**src/rtl/umi_req_arbiter.sv**
```systemverilog
// umi_req_arbiter: N:1 UMI request arbiter with round-robin selection,
// packet lock (grant held until the EOM beat) and a single registered
// output stage.
// Optional build macro: UMI_REQ_ARB_QOS_EN selects the unlocked winner by the
// highest cmd[19:16]. Ties among equal QoS go round-robin from rr_ptr.
module umi_req_arbiter #(
  parameter int unsigned N  = 4,
  parameter int unsigned CW = 32,
  parameter int unsigned AW = 64,
  parameter int unsigned DW = 64
) (
  input  logic            clk,
  input  logic            reset,
  input  logic [N-1:0]    in_valid,
  input  logic [N*CW-1:0] in_cmd,
  input  logic [N*AW-1:0] in_dstaddr,
  input  logic [N*AW-1:0] in_srcaddr,
  input  logic [N*DW-1:0] in_data,
  output logic [N-1:0]    in_ready,
  input  logic [N-1:0]    arb_mask,
  output logic            out_valid,
  output logic [CW-1:0]   out_cmd,
  output logic [AW-1:0]   out_dstaddr,
  output logic [AW-1:0]   out_srcaddr,
  output logic [DW-1:0]   out_data,
  input  logic            out_ready,
  output logic [N-1:0]    out_grant
);

  localparam int unsigned IW      = (N > 1) ? $clog2(N) : 1;
  localparam int unsigned EOM_BIT = 22;
`ifdef UMI_REQ_ARB_QOS_EN
  localparam int unsigned QOS_LSB = 16;
  localparam int unsigned QW      = 4;
`endif

  logic          lock;
  logic [IW-1:0] owner;
  logic [IW-1:0] rr_ptr;

  logic          slot_free;
  logic [N-1:0]  eligible;
  logic [IW-1:0] sel;
  logic          sel_vld;
  logic [IW-1:0] sel_next;
  logic          accept;
  logic          sel_eom;

  logic [CW-1:0] sel_cmd;
  logic [AW-1:0] sel_dstaddr;
  logic [AW-1:0] sel_srcaddr;
  logic [DW-1:0] sel_data;

  int unsigned   scan_idx;
`ifdef UMI_REQ_ARB_QOS_EN
  logic [QW-1:0] best_qos;
  logic [QW-1:0] cur_qos;
`endif

  assign slot_free = ~out_valid | out_ready;
  assign eligible  = in_valid & ~arb_mask;

  // Pick the port allowed to drive the slot: the owner while locked,
  // otherwise a round-robin (optionally QoS-first) scan from rr_ptr.
  always_comb begin
    sel      = owner;
    sel_vld  = 1'b0;
    scan_idx = 0;
`ifdef UMI_REQ_ARB_QOS_EN
    best_qos = '0;
    cur_qos  = '0;
`endif
    if (lock) begin
      sel     = owner;
      sel_vld = 1'b1;
    end else begin
      for (int unsigned k = 0; k < N; k++) begin
        scan_idx = 32'(rr_ptr) + k;
        if (scan_idx >= N) scan_idx = scan_idx - N;
`ifdef UMI_REQ_ARB_QOS_EN
        cur_qos = in_cmd[scan_idx*CW + QOS_LSB +: QW];
        // Strictly greater keeps the earliest port in scan order on ties.
        if (eligible[scan_idx] && (!sel_vld || (cur_qos > best_qos))) begin
          sel      = IW'(scan_idx);
          sel_vld  = 1'b1;
          best_qos = cur_qos;
        end
`else
        if (!sel_vld && eligible[scan_idx]) begin
          sel     = IW'(scan_idx);
          sel_vld = 1'b1;
        end
`endif
      end
    end
  end

  // Route the selected port's payload toward the output register.
  always_comb begin
    sel_cmd     = '0;
    sel_dstaddr = '0;
    sel_srcaddr = '0;
    sel_data    = '0;
    for (int unsigned i = 0; i < N; i++) begin
      if (sel == IW'(i)) begin
        sel_cmd     = in_cmd[i*CW +: CW];
        sel_dstaddr = in_dstaddr[i*AW +: AW];
        sel_srcaddr = in_srcaddr[i*AW +: AW];
        sel_data    = in_data[i*DW +: DW];
      end
    end
  end

  // Ready is one-hot on the selected port and ignores that port's valid.
  always_comb begin
    in_ready = '0;
    if (!reset && slot_free && sel_vld) in_ready[sel] = 1'b1;
  end

  assign accept   = |(in_valid & in_ready);
  assign sel_eom  = sel_cmd[EOM_BIT];
  assign sel_next = (sel == IW'(N - 1)) ? '0 : sel + IW'(1);

  // Output stage: load on acceptance, drain when the slot frees with no beat.
  always_ff @(posedge clk) begin
    if (reset) begin
      out_valid   <= 1'b0;
      out_cmd     <= '0;
      out_dstaddr <= '0;
      out_srcaddr <= '0;
      out_data    <= '0;
      out_grant   <= '0;
    end else if (accept) begin
      out_valid   <= 1'b1;
      out_cmd     <= sel_cmd;
      out_dstaddr <= sel_dstaddr;
      out_srcaddr <= sel_srcaddr;
      out_data    <= sel_data;
      out_grant   <= in_ready;
    end else if (slot_free) begin
      out_valid   <= 1'b0;
      out_grant   <= '0;
    end
  end

  // Packet lock and round-robin pointer update on each accepted beat.
  always_ff @(posedge clk) begin
    if (reset) begin
      lock   <= 1'b0;
      owner  <= '0;
      rr_ptr <= '0;
    end else if (accept) begin
      if (sel_eom) begin
        lock   <= 1'b0;
        rr_ptr <= sel_next;
      end else begin
        lock   <= 1'b1;
        owner  <= sel;
      end
    end
  end

endmodule

```
**config.mk**
```make
export PLATFORM = sky130hd
export DESIGN_NAME = umi_req_arbiter
export DESIGN_NICKNAME = d
export VERILOG_FILES = /design/src/rtl/umi_req_arbiter.sv
export SDC_FILE = /design/constraint.sdc
export NUM_CORES = 1
export LEC_CHECK = 0
export ABC_AREA = 1
export CORE_AREA = 10 10 433 435
export CTS_BUF_LIST = sky130_fd_sc_hd__clkbuf_8 sky130_fd_sc_hd__clkbuf_16
export CTS_CLUSTER_DIAMETER = 100
export DETAILED_ROUTE_END_ITERATION = 7
export DIE_AREA = 0 0 443 445
export MAX_ROUTING_LAYER = met4
export REMOVE_ABC_BUFFERS = 1
export SYNTH_ARGS = -nofsm -noshare
export SYNTH_HDL_FRONTEND = slang
export SYNTH_SLANG_ARGS = --single-unit
```
**constraint.sdc**
```tcl
create_clock -name clk -period 6.5 [get_ports clk]
set_input_delay 0.65 -clock clk [delete_from_list [all_inputs] [get_ports clk]]
set_output_delay 0.65 -clock clk [all_outputs]
set_load 0.05 [all_outputs]
```
== Yosys cells after proc, flatten, opt, wreduce, memory -nomap -nowiden ==
Index checks and enable logic that the tools add are counted.
Storage, ports and cells
  logic and storage cells: 105
  memory bits (read-only): 0
  latch bits: 0
  memories kept: 0
  RAM bits: 0
  output and inout port bits: 233
  input bits: 907
  register bits after elaboration: 234
Cells by class
  div/mod/pow operators: 0
  reductions and logical operators: 15
  magnitude comparators: 10
  bitwise operators: 6
  shifts and indexed selects: 0
  multipliers: 0
  equality and inequality tests: 3
  add/sub/neg operators: 8
  multiplexer cells: 54
Operators by type and width (number)
  64-bit 2-to-1 mux: 12
  32-bit 2-to-1 mux: 12
  32-bit by 3-bit < comparator with 1-bit output, second input constant: 4
  1-bit 2-to-1 mux: 16
  2-bit 2-to-1 mux: 6
  4-bit 2-to-1 mux: 3
  3-bit by 3-bit subtractor with 4-bit output, second input constant: 3
  3-bit greater-or-equal comparator, second input constant: 3
  4-bit bitwise AND: 2
  1-bit binary-select mux with 2-bit select: 4
  2-bit by 2-bit adder with 3-bit output, second input constant: 2
  1-bit logical AND: 6
  2-bit equality test, second input constant: 2
  1-bit zero test: 4
  4-bit inverter: 1
  2-bit AND reduction: 2
  4-bit OR reduction: 1
  2-bit by 3-bit subtractor with 4-bit output, second input constant: 1
  2-bit by 1-bit adder with 3-bit output, second input constant: 1
  2-bit by 3-bit greater-or-equal comparator with 1-bit output, second input constant: 1
  2-bit by 3-bit < comparator with 1-bit output, second input constant: 1
  2-bit by 1-bit adder with 2-bit output, second input constant: 1
  1-bit demux with 2-bit select: 1
  2-bit by 1-bit equality test with 1-bit output, second input constant: 1
  5 further kinds: 6

== Logic depth before layout (Yosys ltp) ==
  depth after elaboration: 27
  mapped depth: 24
  mapped depth without buffers: 21

== Least setup slack after synthesis ==
No wires, ideal clock.
  path type: input to output
  start: input port arb_mask[0]
  end: output port in_ready[0]
  slack: 2.548 ns
  required time: 5.850 ns
  buffers on the path: 3
  stages on the path: 16
  arrival: 3.302 ns
  cells stage by stage: inv_1 -> nand3_1 -> nand3_1 -> nand2_1 -> nand3_1 -> nor2_1 -> inv_1 -> nand3_1 -> nand2_1 -> o21ai_0 -> ha_1 -> clkbuf_1 -> clkbuf_1 -> buf_1 -> inv_1 -> nor2_1
On the way
  longest elaborated chain between the ends: 23
  elaborated cells on any way between the ends: 36
  classes of those cells: 2 x order compare; 24 x mux; 2 x bitwise; 8 x reduce/logical
Ends and longest elaborated chain
  from (decl): RTL line 20  | input logic [N-1:0] arb_mask,
  4-bit inverter (*): RTL line 61  | assign eligible = in_valid & ~arb_mask;
  4-bit bitwise AND (*): RTL line 61
  1-bit binary-select mux with 2-bit select: RTL line 89  | if (!sel_vld && eligible[scan_idx]) begin
  1-bit 2-to-1 mux (not written as such): RTL line 89
  1-bit 2-to-1 mux: RTL line 89
  1-bit 2-to-1 mux: RTL line 73  | if (lock) begin
  1-bit zero test: RTL line 89
  1-bit logical AND: RTL line 89
  [7 not listed]
  1-bit logical AND: RTL line 89
  2-bit 2-to-1 mux: RTL line 89
  2-bit 2-to-1 mux: RTL line 73
  2-bit by 3-bit < comparator with 1-bit output (not written as such) / 2-bit by 1-bit greater-or-equal comparator with 1-bit output (equally long branches): RTL line 117  | if (!reset && slot_free && sel_vld) in_ready[sel] = 1'b1;
  1-bit logical AND (not written as such): RTL line 117
  1-bit 2-to-1 mux (not written as such): RTL line 117
  1-bit demux with 2-bit select: RTL line 117
  4-bit 2-to-1 mux (*): RTL line 117
  to (decl): RTL line 19  | output logic [N-1:0] in_ready,
Mark *: on every way between the ends. The rest lies on a longest branch, timed or not. The select of a mux whose other input is x is not followed.

== Worst setup path in the final report ==
  start: register rr_ptr[0]
  end: output port in_ready[3]
On the way
  longest elaborated chain between the ends: 24
  elaborated cells on any way between the ends: 53
  classes of those cells: 7 x add/sub; 6 x order compare; 32 x mux; 8 x reduce/logical
Ends and longest elaborated chain
  from (decl): RTL line 39  | logic [IW-1:0] rr_ptr;
  from (signal assigned): RTL line 155  | rr_ptr <= sel_next;
  2-bit by 3-bit subtractor with 4-bit output / 2-bit by 3-bit greater-or-equal comparator with 1-bit output (equally long branches): RTL line 79  | if (scan_idx >= N) scan_idx = scan_idx - N;
  32-bit 2-to-1 mux: RTL line 79
  32-bit 2-to-1 mux: RTL line 73
  1-bit binary-select mux with 2-bit select: RTL line 89
  1-bit 2-to-1 mux (not written as such): RTL line 89
  1-bit 2-to-1 mux: RTL line 89
  1-bit 2-to-1 mux: RTL line 73
  1-bit zero test: RTL line 89
  [9 not listed]
  2-bit 2-to-1 mux (*): RTL line 89
  2-bit 2-to-1 mux (*): RTL line 73
  named net sel[0]: RTL line 43  | logic [IW-1:0] sel;
  2-bit by 3-bit < comparator with 1-bit output (not written as such) / 2-bit by 1-bit greater-or-equal comparator with 1-bit output (equally long branches): RTL line 117
  1-bit logical AND (not written as such): RTL line 117
  1-bit 2-to-1 mux (not written as such): RTL line 117
  1-bit demux with 2-bit select (*): RTL line 117
  4-bit 2-to-1 mux (*): RTL line 117
Mark *: on every way through the listed nets, which the timed path passes. The rest lies on a longest branch. The select of a mux whose other input is x is not followed.

==> metrics.md <==
| Metric | Value |
|---|---|
| Slew @ Worst Pin | 1230 ps |
| Post-synth EDFFs | 0 |
| Primary FF master, synth | dfxtp_1 |
| Clk root buf | clkbuf_16 |
| Total CTS buffers | 36 |
| Initial antenna violation count | 40 |
| Slew margin rel. | 0.178 |
| Cell Pwr Density | roughly 710 nW/µm² |
| Core box area | 178000 µm² |
| CTS tree | built |
| Status | completed |
| Hold_ws | 366 ps |
| Pin count of the biggest net entering global routing | 187 |
| Postcts setup bufs | 0 |
| Fillers | around 20000 |
| Design area | 30600 µm² |
| Count of cell types in the netlist | 25 |
| Worst r2r src | rr_ptr[0] |
| Setup violators final | 0 |
| Hold buffer count at cts | 0 |
| Initial Util | 0.0865 |
| Setup repair after global routing missed its margin | false |
| WL final | 147000 µm |
| Clock skew | approximately 29 ps |
| 1st-pass router iterations | 7 |
| Area Growth Syn to Fin | 98.8% |
| Post-DP HPWL | roughly 120000 µm |
| Die height | 445 µm |
| Nature of the critical path endpoint | output pin |
| Power, Total | 21.9 mW |
| Initial drt markers | 1800 |
| Total gr overflow | 0 |
| Number of global-route vias before repair | ~22000 |
| HP Class | input port to flip-flop |
| Tcrit/Tclk final | 0.758 |
| Final min period | 4930 ps |
| Mapped cell area | 15400 µm² |
| Hold Startpoint | reset |
| Worst Hold Depth | 2 |
| Final Hold Viols | 0 |
| Worst Hold Endpoint | out_cmd[31] |
| CP Cell Sequence | inv_4 > nand3_1 > nand3_1 > nand2_1 > nand3_1 > nor2_1 > a21oi_1 > a21oi_1 > ha_4 > inv_1 > nor2_1 > clkdlybuf4s50_1 |
| # rows | 155 |
| DR vias/cell | 3.76 |
| Mean Syn Cell Area | between 5 and 6 µm² |
| Synth top area share | 0.304 |
| Worst ir drop on vdd | 0.000861 V |
| Global router's overall resource usage | 0.143 |
| Dpl cell area | 29400 µm² |
| CTS resizes | 0 |
| Most frequent cell after synthesis | nand2_1 |
| Clock buffer depth | 3 |
| Max stage delay cell, worst path | clkdlybuf4s50_1 |
| DRC violations left | 0 |
| Yosys reg bits | approximately 230 |
| Post-synth top cells | nand2_1, o21ai_0, a21oi_1 |
| Slowest stage delay, CP | 830 ps |
| Syn Inst Count | 2635 |
| Asr flop ratio synth | 0 |
| Io pins | 1140 |
| Post-route ant nets | 0 |
| Layout cell share with drive strength beyond 1 | 0.0398 |
| Fin nets | 4530 |
| Critical path class | flip-flop to output pin |
| Setup TNS Final | 0 ps |
| PortBufs | 1139 |
| Worst path most repeated cell | nand3_1 |
| Synth warn | 0 |
| Clock-pin slew on the worst setup and hold paths | 50 ps |
| Via Count | 22600 |
| Max-cap violations | 0 |
| Post-synth top area cell | dfxtp_1 |
| Critical path data required time | 5850 ps |
| Pleak | 10.6 nW |
| Storage element area | 4680 µm² |
| CP Launch Type | flip-flop |
| R2R Setup Slk | roughly 2100 ps |
| Number of clock sinks | about 230 |
| Achievable Freq | 203 MHz |
| Max-slew violation count | 0 |
| Worst-skew pair later-pin latency | between 600 and 700 ps |
| CP Max Fanout | 36 |
| FF-to-FF End | out_data[18] |
| Worst EP arrival | roughly 4300 ps |
| Sequential share of the synthesized area | 0.304 |
| Leading post-synthesis cells by cell area | dfxtp_1, nand2_1, o21ai_0 |
| Critical path startpoint | rr_ptr[0] |
| CTS H-tree depth | 2 |
| R2R depth | 19 |
| Die area | 197000 µm² |
| Final Wtd Congestion | ~0.99 |
| First-pass GRT wire length | 192000 µm |
| Routed len/inst | 24.4 µm |
| Die X | 443 µm |
| Area occupied by multi-input gates | 9590 µm² |
-- logic make-up after synthesis --
| kind of cell | Yosys count | share of synthesized area |
|---|---|---|
| simple gates | 1216 | 0.320 |
| compound gates | 909 | 0.296 |
| buf+inv | 272 | 0.0778 |
| flops | 234 | 0.304 |
| fa+ha+maj | 4 | 0.00325 |
-- sequential cells by signal (all words and copies together), names as in the netlist --
register / flops
out_data: 64
out_dstaddr: 64
out_srcaddr: 64
out_cmd: 32
out_grant: 4
owner: 2
rr_ptr: 2
lock: 1
out_valid: 1
-- per-layer routing --
| layer | track usage | routed length (µm) |
|---|---|---|
| met1 | 0.161 | 58100 |
| met5 | - | 0 |
| met2 | 0.249 | 74200 |
| met3 | 0.0417 | 11200 |
| met4 | 0.0332 | 3160 |
-- layout by cell type (no fill, tap or decap), types with 3 or more instances in the layout --
master / n
dfxtp_1: 234
inv_1: 20
nor2_1: 39
clkinvlp_4: 3
nand2_2: 5
clkbuf_16: 38
nand4_1: 4
inv_6: 3
nand3_1: 247
clkinv_2: 5
inv_2: 4
buf_4: 47
clkbuf_8: 7
bufinv_16: 4
nand2_1: 918
a21oi_1: 448
ha_4: 4
diode_2: 13
clkdlybuf4s50_1: 1129
o21ai_0: 458
buf_12: 18
-- layout make-up --
type                       count  area share
antenna                       13     0.00106
clock buffer                  45      0.0342
clock inverter                19     0.00706
inverter                      23     0.00331
multi-input combinational   2129       0.313
sequential                   234       0.153
tap                         2355      0.0961
timing repair buffer        1195       0.392
-- worst max-delay path, delay by kind of cell (launching register included) --
kind,cells,cell delay [ps]
AOI/OAI and AO/OA,2,580
buffers and inverters,3,1110
DFF,1,600
adders and majority gates,1,500
and+or+nand+nor,6,860
-- how the worst max path moves through the flow --
| stage | slack [ps] | endpoint | cells after the start |
|---|---|---|---|
| 2_1_floorplan | -5450 | in_ready[2] | 13 |
| 3_3_place_gp | 1520 | in_ready[3] | 14 |
| 3_5_place_dp | 1550 | in_ready[3] | 14 |
| 4_1_cts | 1510 | in_ready[3] | 12 |
| 6_report | 1570 | in_ready[3] | 12 |
| 5_1_grt | 1300 | in_ready[3] | 12 |
-- through the flow --
stage	util	setup WS, ps	std cells
finish	0.172	1570	6013
global route	0.172	1300	6013
CTS	0.172	1510	6000
detailed placement	0.165	1550	5936
global placement	0.165	1520	5936
floorplan	-	-5450	2386
-- where the power goes --
group	leakage [nW]	internal, mW	switching, mW	total [mW]
Combinational	8.02	5.00	12.4	17.4
Sequential	1.90	2.00	0.344	2.35
Clock	0.632	1.30	0.824	2.12
Total	10.6	8.30	13.6	21.9
Note: power is estimated with default switching activity, not from simulation.
